<file path="src/rtl/bg_scroll_engine_pkg.sv">
// Shared constants and refill request record for the background scroll engine.
package bg_scroll_engine_pkg;

    localparam int NAME_ROW_BYTES = 32;
    localparam int PAGE_BYTES     = 1024;
    localparam int ATTR_OFFSET    = 960;

    // Request fields are sized for the widest supported configuration; the top narrows them.
    localparam int REQ_ADDR_MAX_W = 32;
    localparam int REQ_PTR_MAX_W  = 16;

    typedef struct packed {
        logic                      isAttr;
        logic [REQ_ADDR_MAX_W-1:0] flashAddr;
        logic [REQ_PTR_MAX_W-1:0]  ramAddr;
    } scroll_req_t;

    localparam int REQ_W = $bits(scroll_req_t);

endpackage

</file>
<file path="src/rtl/bg_scroll_engine_fifo.sv">
// Refill request queue: power-of-two FIFO with valid/ready read side and overflow drop flag.
module scroll_req_fifo
    import bg_scroll_engine_pkg::*;
#(
    parameter int DEPTH = 2
) (
    input  logic             clk,
    input  logic             rstn,
    input  logic             clr,
    input  logic             wr_en,
    input  logic [REQ_W-1:0] wr_data,
    output logic             wr_drop,
    output logic             rd_valid,
    output logic [REQ_W-1:0] rd_data,
    input  logic             rd_ready
);

    localparam int AW = $clog2(DEPTH);

    logic [REQ_W-1:0] mem [DEPTH];
    logic [AW:0]      wr_ptr;
    logic [AW:0]      rd_ptr;
    logic             full;
    logic             pop;
    logic             push;

    assign full     = (wr_ptr[AW] != rd_ptr[AW]) && (wr_ptr[AW-1:0] == rd_ptr[AW-1:0]);
    assign rd_valid = (wr_ptr != rd_ptr);
    assign pop      = rd_valid && rd_ready;
    // A read on the same edge frees the slot, so a full queue still accepts the write.
    assign push     = wr_en && (!full || pop);
    assign wr_drop  = wr_en && full && !pop;
    assign rd_data  = mem[rd_ptr[AW-1:0]];

    always_ff @(posedge clk or negedge rstn) begin
        if (!rstn) begin
            wr_ptr <= '0;
            rd_ptr <= '0;
        end else if (clr) begin
            wr_ptr <= '0;
            rd_ptr <= '0;
        end else begin
            if (push) wr_ptr <= wr_ptr + 1'b1;
            if (pop)  rd_ptr <= rd_ptr + 1'b1;
        end
    end

    always_ff @(posedge clk) begin
        if (push && !clr) mem[wr_ptr[AW-1:0]] <= wr_data;
    end

endmodule

</file>
<file path="src/rtl/bg_scroll_engine.sv">
// Two-page vertical background scroller issuing tile-row refill requests.
// Optional SCROLL_LOOP_EN: background counter wraps to 0 past mapBackgroundMax instead of stopping.
module bg_scroll_engine
    import bg_scroll_engine_pkg::*;
#(
    parameter int PTR_W      = 9,
    parameter int PAGE_LINES = 240,
    parameter int FIFO_DEPTH = 2,
    parameter int ADDR_W     = 24
) (
    input  logic              clk,
    input  logic              rstn,
    input  logic              scrollEn,
    input  logic              scrollDir,
    input  logic [7:0]        scrollCntMax,
    input  logic [ADDR_W-1:0] flashAddrStart,
    input  logic [7:0]        mapBackgroundMax,
    input  logic              vgaIntr,
    output logic [7:0]        mapBackgroundCnt,
    output logic [PTR_W-1:0]  scrollPtrOut,
    output logic [7:0]        mapScrollPtr,
    output logic              scrollingFlag,
    output logic              reqValid,
    input  logic              reqReady,
    output logic              reqIsAttr,
    output logic [ADDR_W-1:0] reqFlashAddr,
    output logic [PTR_W-1:0]  reqRamAddr,
    output logic              overrunErr
);

    localparam logic [PTR_W-1:0] HALF   = {1'b1, {(PTR_W-1){1'b0}}};
    localparam logic [PTR_W-1:0] TGT_LO = PTR_W'(PAGE_LINES - 1);
    localparam logic [PTR_W-1:0] TGT_HI = HALF + PTR_W'(PAGE_LINES - 1);

    logic             intr_q1, intr_q2, frame_pulse, step;
    logic [7:0]       frame_cnt, cnt_next;
    logic [PTR_W-1:0] ptr, ptr_next;
    logic             wrapped, name_hit, attr_hit;
    logic [ADDR_W-1:0] name_flash, attr_flash;
    logic [PTR_W-1:0]  name_ram, attr_ram;
    scroll_req_t      name_req, attr_req, head;
    logic [REQ_W-1:0] pend_req, fifo_wr_data, fifo_rd_data;
    logic             pend_busy, fifo_wr, fifo_drop;
    logic             unused_hi;

    assign frame_pulse   = intr_q1 && !intr_q2;
    assign scrollingFlag = scrollEn && (mapBackgroundCnt <= mapBackgroundMax);
    assign step          = frame_pulse && scrollingFlag && (frame_cnt == scrollCntMax);
    assign mapScrollPtr  = ptr[7:0];

    always_comb begin
        ptr_next = ptr;
        cnt_next = mapBackgroundCnt;
        wrapped  = 1'b0;
        if (scrollDir) begin
            if (ptr == TGT_LO) begin
                ptr_next = HALF;
                wrapped  = 1'b1;
            end else if (ptr == TGT_HI) begin
                ptr_next = '0;
                wrapped  = 1'b1;
            end else begin
                ptr_next = ptr + 1'b1;
            end
            if (wrapped && mapBackgroundCnt != 8'd0) cnt_next = mapBackgroundCnt - 1'b1;
        end else begin
            if (ptr == HALF) begin
                ptr_next = TGT_LO;
                wrapped  = 1'b1;
            end else if (ptr == '0) begin
                ptr_next = TGT_HI;
                wrapped  = 1'b1;
            end else begin
                ptr_next = ptr - 1'b1;
            end
`ifdef SCROLL_LOOP_EN
            if (wrapped) cnt_next = (mapBackgroundCnt >= mapBackgroundMax) ? 8'd0 : mapBackgroundCnt + 1'b1;
`else
            if (wrapped) cnt_next = mapBackgroundCnt + 1'b1;
`endif
        end
        name_hit = scrollDir ? (ptr_next[2:0] == 3'd0) : (ptr_next[2:0] == 3'd7);
        attr_hit = name_hit && (wrapped || (scrollDir ? (ptr_next[4:0] == 5'd0) : (ptr_next[4:0] == 5'd31)));
    end

    always_comb begin
        name_flash = flashAddrStart + ADDR_W'(cnt_next) * ADDR_W'(PAGE_BYTES)
                   + ADDR_W'(ptr_next[7:3]) * ADDR_W'(NAME_ROW_BYTES);
        attr_flash = flashAddrStart + ADDR_W'(cnt_next) * ADDR_W'(PAGE_BYTES)
                   + ADDR_W'(ATTR_OFFSET) + ADDR_W'({ptr_next[7:5], 3'b000});
        name_ram   = {ptr_next[PTR_W-1:3], 3'b000};
        attr_ram   = {ptr_next[PTR_W-1], {(PTR_W-1){1'b0}}} + PTR_W'(PAGE_LINES)
                   + PTR_W'({ptr_next[7:5], 1'b0});
        name_req.isAttr    = 1'b0;
        name_req.flashAddr = REQ_ADDR_MAX_W'(name_flash);
        name_req.ramAddr   = REQ_PTR_MAX_W'(name_ram);
        attr_req.isAttr    = 1'b1;
        attr_req.flashAddr = REQ_ADDR_MAX_W'(attr_flash);
        attr_req.ramAddr   = REQ_PTR_MAX_W'(attr_ram);
    end

    // The held attribute request goes out the cycle after its name request; a new step then loses its requests.
    assign fifo_wr      = pend_busy || (step && name_hit);
    assign fifo_wr_data = pend_busy ? pend_req : name_req;

    always_ff @(posedge clk or negedge rstn) begin
        if (!rstn) begin
            intr_q1 <= 1'b0; intr_q2 <= 1'b0;
            frame_cnt <= '0; ptr <= '0; scrollPtrOut <= '0; mapBackgroundCnt <= '0;
            pend_busy <= 1'b0; pend_req <= '0; overrunErr <= 1'b0;
        end else if (!scrollEn) begin
            intr_q1 <= 1'b0; intr_q2 <= 1'b0;
            frame_cnt <= '0; ptr <= '0; scrollPtrOut <= '0; mapBackgroundCnt <= '0;
            pend_busy <= 1'b0; pend_req <= '0; overrunErr <= 1'b0;
        end else begin
            intr_q1 <= vgaIntr;
            intr_q2 <= intr_q1;
            if (step) begin
                ptr              <= ptr_next;
                scrollPtrOut     <= ptr;
                mapBackgroundCnt <= cnt_next;
                frame_cnt        <= '0;
            end else if (frame_pulse && scrollingFlag) begin
                frame_cnt <= frame_cnt + 1'b1;
            end
            pend_busy <= step && !pend_busy && attr_hit;
            if (step && !pend_busy) pend_req <= attr_req;
            if (fifo_drop || (step && pend_busy)) overrunErr <= 1'b1;
        end
    end

    scroll_req_fifo #(.DEPTH(FIFO_DEPTH)) u_fifo (
        .clk      (clk),
        .rstn     (rstn),
        .clr      (!scrollEn),
        .wr_en    (fifo_wr),
        .wr_data  (fifo_wr_data),
        .wr_drop  (fifo_drop),
        .rd_valid (reqValid),
        .rd_data  (fifo_rd_data),
        .rd_ready (reqReady)
    );

    assign head         = fifo_rd_data;
    assign reqIsAttr    = head.isAttr;
    assign reqFlashAddr = head.flashAddr[ADDR_W-1:0];
    assign reqRamAddr   = head.ramAddr[PTR_W-1:0];
    assign unused_hi    = |{head.flashAddr, head.ramAddr};

endmodule

</file>
<file path="config.mk">
export PLATFORM = sky130hd
export DESIGN_NAME = bg_scroll_engine
export DESIGN_NICKNAME = d
export VERILOG_FILES = /design/src/rtl/bg_scroll_engine_pkg.sv /design/src/rtl/bg_scroll_engine_fifo.sv /design/src/rtl/bg_scroll_engine.sv
export SDC_FILE = /design/constraint.sdc
export NUM_CORES = 1
export LEC_CHECK = 0
export BUFFER_PORTS_ARGS = -buffer_cell sky130_fd_sc_hd__buf_2
export CAP_MARGIN = 20
export CORE_MARGIN = 2
export CORE_UTILIZATION = 55
export CTS_BUF_LIST = sky130_fd_sc_hd__clkbuf_8 sky130_fd_sc_hd__clkbuf_16
export CTS_CLUSTER_SIZE = 40
export DETAILED_ROUTE_END_ITERATION = 8
export PLACE_DENSITY_LB_ADDON = 0.05
export SLEW_MARGIN = 25
export SYNTH_ARGS = -nofsm -noshare
export SYNTH_HDL_FRONTEND = slang
export SYNTH_SLANG_ARGS = --single-unit
</file>
<file path="constraint.sdc">
create_clock -name clk -period 5.75 [get_ports clk]
set_clock_uncertainty 0.2 [all_clocks]
set_input_delay 0.2875 -clock clk [delete_from_list [all_inputs] [get_ports clk]]
set_output_delay 0.2875 -clock clk [all_outputs]
set_load 0.02 [all_outputs]
</file>
# After elaboration in Yosys (flattened, before gate mapping)
# Memories as Yosys holds them, arrays and structs flattened.
# Index checks and enable logic that the tools add are counted.
dict set report word_totals {
  n_memories 1
  romBits 0
  input_bits 46
  ramBits 98
  output_inout_bits 62
  latchBits 0
  regBits 91
}
# memory depth word_bits read_ports rd_ports_with_merged_regs write_ports line_no
set mem_list {}
lappend mem_list {u_fifo.mem 2 49 1 0 1 bg_scroll_engine_fifo.sv:20} ;# logic [REQ_W-1:0] mem [DEPTH];
dict set report classes {
  eq_ne 15
  add_sub_neg 13
  n_mul 0
  div_mod_pow 0
  n_bitwise 0
  n_mux 40
  n_reduce_logical 28
  n_lt_le_gt_ge 1
  n_shift 0
}
# cell count
set op_table {}
lappend op_table {{2-to-1 mux 49 bit} 3}
lappend op_table {{2-to-1 mux 9 bit} 9}
lappend op_table {{2-to-1 mux 8 bit} 8}
lappend op_table {{adder 24 x 10 -> 24 bit} 1}
lappend op_table {{adder 24 x 10 -> 24 bit (second input constant)} 1}
lappend op_table {{adder 24 x 18 -> 24 bit} 1}
lappend op_table {{adder 24 x 6 -> 24 bit} 1}
lappend op_table {{== test 9 bit (second input constant)} 2}
lappend op_table {{adder 8 x 1 -> 8 bit (second input constant)} 2}
lappend op_table {{logical AND 1 bit} 16}
lappend op_table {{2-to-1 mux 1 bit} 16}
lappend op_table {{inequality test 2 x 1 -> 1 bit (second input constant)} 5}
lappend op_table {{adder 9 x 1 -> 9 bit (second input constant)} 1}
lappend op_table {{adder 9 x 4 -> 9 bit} 1}
lappend op_table {{adder 9 x 8 -> 9 bit (second input constant)} 1}
lappend op_table {{== test 9 x 8 -> 1 bit (second input constant)} 1}
lappend op_table {{zero test 9 bit} 1}
lappend op_table {{subtractor 9 x 1 -> 9 bit (second input constant)} 1}
lappend op_table {{== test 8 bit} 1}
lappend op_table {{less-or-equal comparator 8 bit} 1}
lappend op_table {{2-to-1 mux 2 bit} 4}
lappend op_table {{nonzero test 8 bit} 1}
lappend op_table {{subtractor 8 x 1 -> 8 bit (second input constant)} 1}
lappend op_table {{== test 5 bit (second input constant)} 1}
lappend op_table {{10 further kinds} 17}

# Depth between registers and ports, before layout
dict set report depth {
  word_depth 13
  depth_mapped 18
}

# Hierarchy
# From an unflattened synthesis, not the netlist that was laid out.
dict set report hier_totals {
  hier_cells 875
  hier_area_um2 9450.3
}
# module area_per_inst_um2 n_inst cells_each
set by_module_without_submodules {}
lappend by_module_without_submodules {bg_scroll_engine 5626.6 1 689}
lappend by_module_without_submodules {scroll_req_fifo 3823.7 1 186}

# Least setup slack after synthesis
# OpenSTA, ideal clock, no wires.
dict set report synth_path {
  path_kind {register to register}
  from {register ptr[0]}
  to {memory u_fifo.mem[0][38] (netlist bit) (data pin)}
  slack_ns 0.863
  path_buffers 2
  path_stages_with_launch 18
  arrival_time_ns 4.425
  path_cell_list {dfrtp_1 inv_1 ha_1 nor4b_1 and2_0 clkbuf_1 nand4_1 o21ai_0 xor2_1 ha_1 buf_2 or3b_2 o211ai_1 nor3_1 or4_4 nor4_4 mux2_1 a211o_1}
}
dict set report synth_between {
  elab_chain_cells 10
  elab_cells_between_ends 24
}
# item line_no
set synth_rtl {}
lappend synth_rtl {{from (decl)} bg_scroll_engine.sv:37} ;# logic [PTR_W-1:0] ptr, ptr_next;
lappend synth_rtl {{from (signal assigned)} bg_scroll_engine.sv:119} ;# ptr <= ptr_next;
lappend synth_rtl {{== test 9 bit} bg_scroll_engine.sv:59} ;# end else if (ptr == TGT_HI) begin
lappend synth_rtl {{2-to-1 mux 1 bit} bg_scroll_engine.sv:59}
lappend synth_rtl {{2-to-1 mux 1 bit} bg_scroll_engine.sv:56} ;# if (ptr == TGT_LO) begin
lappend synth_rtl {{2-to-1 mux 1 bit} bg_scroll_engine.sv:55} ;# if (scrollDir) begin
lappend synth_rtl {{logical AND 1 bit} bg_scroll_engine.sv:65} ;# if (wrapped && mapBackgroundCnt != 8'd0) cnt_next = mapBackgroundCnt - 1'b1;
lappend synth_rtl {{2-to-1 mux 8 bit} bg_scroll_engine.sv:65}
lappend synth_rtl {{2-to-1 mux 8 bit} bg_scroll_engine.sv:55}
lappend synth_rtl {{adder 24 x 18 -> 24 bit} bg_scroll_engine.sv:87} ;# name_flash = flashAddrStart + ADDR_W'(cnt_next) * ADDR_W'(PAGE_BYTES)
lappend synth_rtl {{adder 24 x 10 -> 24 bit (*)} bg_scroll_engine.sv:88} ;# + ADDR_W'(ptr_next[7:3]) * ADDR_W'(NAME_ROW_BYTES);
lappend synth_rtl {{2-to-1 mux 49 bit (*)} bg_scroll_engine.sv:104} ;# assign fifo_wr_data = pend_busy ? pend_req : name_req;
lappend synth_rtl {{named net fifo_wr_data[38]} bg_scroll_engine.sv:42} ;# logic [REQ_W-1:0] pend_req, fifo_wr_data, fifo_rd_data;
lappend synth_rtl {{to (decl)} bg_scroll_engine_fifo.sv:20}
# The timed path passes the listed nets; every way through them passes the cells marked *. The select of a mux whose other input is x is not followed.

# Final worst setup path
# Ends and elaborated chain as after synthesis.

==> impl_results.md <==
- WL met1: 9281 um
- Met2 wire len: 9545 um
- Unrepaired setup endpoints after global routing: no
- I/O Pins: 108
- Die Y: 126.2 um
- Initial antenna violation count: 0
- Largest net degree at the start of global routing: 72
- Starting density of the core: 56.34%
- Top post-synthesis cells by area: edfxtp_1 (24%), dfrtp_1 (22%), mux2_2 (5.3%), ha_1 (4.9%), o21ai_0 (4.6%)
- Fin area: 9537 um2
- Drt initial violations: 516
- Peak VDD IR: 0.0001957 V
- Final Instance Count excl. Fillers: 1126
- Synth Register Bits: 137
- Final count of pins violating max slew: 0
- Synth cell count leaders: nand2_1 (90), o21ai_0 (76), dfrtp_1 (71)
- Hold endpoint: pend_req[24]
- Sequential share of the synthesized area: 45.73%
- Status: complete, no violations
- Critical Path Start Type: register
- Vias per cell: 5.885
- Final Cycle Share: 93.84%
- HP Class: input port to register
- Die width: 126.2 um
- Power density over the cells: 245.3 nW/um2
- Top routing layer in use: met4
- Input/output buffers: 106
- CP Max Fanout: 9
- Rel. slew slack: 41.95%
- Reg2reg setup slack: 0.35 ns
- Cell row count: 44
- Leakage: 0.004149 uW
- Clock slew at reported path FFs: 0.06 ns
- Most frequent cell after synthesis: nand2_1
- Slew of the pin with the lowest slew margin: 0.8641 ns
- Hold Path Depth: 3
- Global Route Usage Sum: 25.63%
- Max Buffers Root-to-Sink: 2
- Met3 routed WL: 970 um
- Final Hold Viols: 0
- R2R Path End: u_fifo.mem[0][38]
- Async SR Flop Fraction: 51.82%
- DRC viols: 0
- Routed Antenna Nets: 0
- Critical Path RT: 5.71 ns
- Routed WL per cell: 17.74 um
- CTS tree: yes
- Die footprint: 15940 um2
- Post-DP Area: 8867 um2
- Crit path cell chain: inv_1 > ha_1 > nor4b_1 > and2_0 > nand4_1 > o21ai_0 > xor2_1 > ha_1 > or3b_2 > o211ai_1 > nor3_1 > or4_4 > nor4_4 > mux2_1 > a211o_1
- Max-Cap Viols: 0
- Max incr delay on CP: 0.60 ns
- Root buf cell: clkbuf_16
- Worst setup EP type: register
- Syn nets: 918
- H-tree depth: 4
- Detailed-route via count: 6626
- Worst hold margin: 0.01199 ns
- Min Tclk post-route: 5.396 ns
- Layout Nets: 1010
- Share of the synthesized area in the top cell type: 24.11%
- Largest area contributor in the netlist: edfxtp_1
- Reg2reg path depth: 15
- Hpwl dp: 13740 um
- Crit path DAT: 5.36 ns
- Area delta synth->final: 16.03%
- Main synth FF type: dfrtp_1
- Mapped Area: 8219 um2
- Post-Route WL: 19980 um
- Number of fill cells in the layout: 1185
- Vias in the first global route: 6437
- DRT Pass-1 Iters: 6
- Total power draw: 2339 uW
- Syn Inst Count: 837
- Total grt overflow: 0
- Worst reg2reg startpoint: ptr[0]
- GPL Wtd Cong: 0.8888
- Peak Freq: 185.3 MHz
- # diodes: 0
- Yosys warning total: 0
- First-pass GRT wire length: 32560 um
- Setup violators final: 0
- CORE AREA: 14590 um2
- Post-synth EDFFs: 66
- Netlist cell types: 72
- CP bufs+invs: 1
- Avg Cell Area, Syn: 9.820 um2
- Final TNS setup: 0 ns
- Critical path's top delay family: simple AND/OR/NAND/NOR gates
- Slowest CP cell: or4_4
- Clk sinks: 137
- Hold Startpoint: flashAddrStart[8]
- Post-CTS setup buffer count: 0
- Clock Latency Late Sink: 0.42 ns
- Layout cells sized above 1: 21.97%
- Total CTS buffers: 17
- WS Path Type: register to register
- DP Cell Count: 1088
- Cell seen most often among critical-path stages: ha_1
[layout by cell type, fill, tap and decap left out, types with 32 or more instances in the layout]
master and n:
buf_2 106, nand2_1 90, o21ai_0 76, dfrtp_1 71, nand3_1 67, edfxtp_1 66, nor2_1 43, mux2_2 39
xnor2_1 38, inv_1 35, ha_1 32
[power by group]
group | switching, uW | total (uW) | internal (uW) | leakage [uW]
Clock | 449 | 1110 | 660 | 0.000289
Combinational | 120 | 195 | 74.5 | 0.00227
Sequential | 1.11 | 1040 | 1030 | 0.00159
[worst min-delay path, stage by stage]
cell,delay [ns]
buf_2,0.11
xnor2_1,0.12
o21ai_0,0.07
[stage by stage]
| stage | util (%) | worst slack (ns) |
|---|---|---|
| floorplan | - | 0.8625 |
| global placement | 60.78 | 0.5305 |
| detailed placement | 60.78 | 0.3385 |
| CTS | 65.31 | 0.3108 |
| global route | 65.37 | 0.03854 |
| finish | 65.37 | 0.3540 |
[sequential cells by signal, summed over array words and instances (netlist names)]
signal and flops:
u_fifo.mem 66, pend_req 29, ptr 9, scrollPtrOut 9, frame_cnt 8, mapBackgroundCnt 8
u_fifo.rd_ptr 2, u_fifo.wr_ptr 2, intr_q1 1, intr_q2 1, overrunErr 1, pend_busy 1
[per-layer routing]
metal	vias to the layer above	global-route usage [%]
met4	0	6.141
met1	3236	35.14
met2	200	42.13
met3	13	5.353
met5	-	0
li1	3177	-
[how the worst max path moves through the flow]
stage | start | end | slack, ns | cells past startpoint
floorplan | ptr[0] | u_fifo.mem[0][38] | 0.86 | 17
global placement | ptr[0] | u_fifo.mem[0][38] | 0.53 | 14
detailed placement | ptr[0] | u_fifo.mem[1][38] | 0.34 | 14
CTS | ptr[0] | u_fifo.mem[0][38] | 0.31 | 14
global route | ptr[0] | u_fifo.mem[1][38] | 0.04 | 15
finish | ptr[0] | u_fifo.mem[0][38] | 0.35 | 15
[cells by family after synthesis]
group,count (synthesis),share of synthesized area [%]
xor gates and xnor gates,65,6.927
other,1,0.04563
DFF,137,45.73
muxes,46,6.211
buffers and inverters,88,4.628
AOI/OAI and AO/OA,160,12.35
and+or+nand+nor,305,18.51
adders and majority gates,35,5.602
[timing repair]
item,4_1_cts,5_1_grt
setup endpoints to repair,0,2
hold endpoints to repair,78,0
hold buffers,6,0
resized for setup,0,1
[layout make-up]
cell class / count / area [um2] / area share (%)
Multi-Input combinational cell: 612 / 4113 / 43.13
Sequential cell: 137 / 3759 / 39.41
Timing Repair Buffer: 127 / 706.9 / 7.413
Clock buffer: 18 / 439.2 / 4.605
Tap cell: 184 / 230.2 / 2.414
Clock inverter: 14 / 161.4 / 1.692
Inverter: 34 / 127.6 / 1.338
No activity file was read; power rests on OpenSTA's default activity.
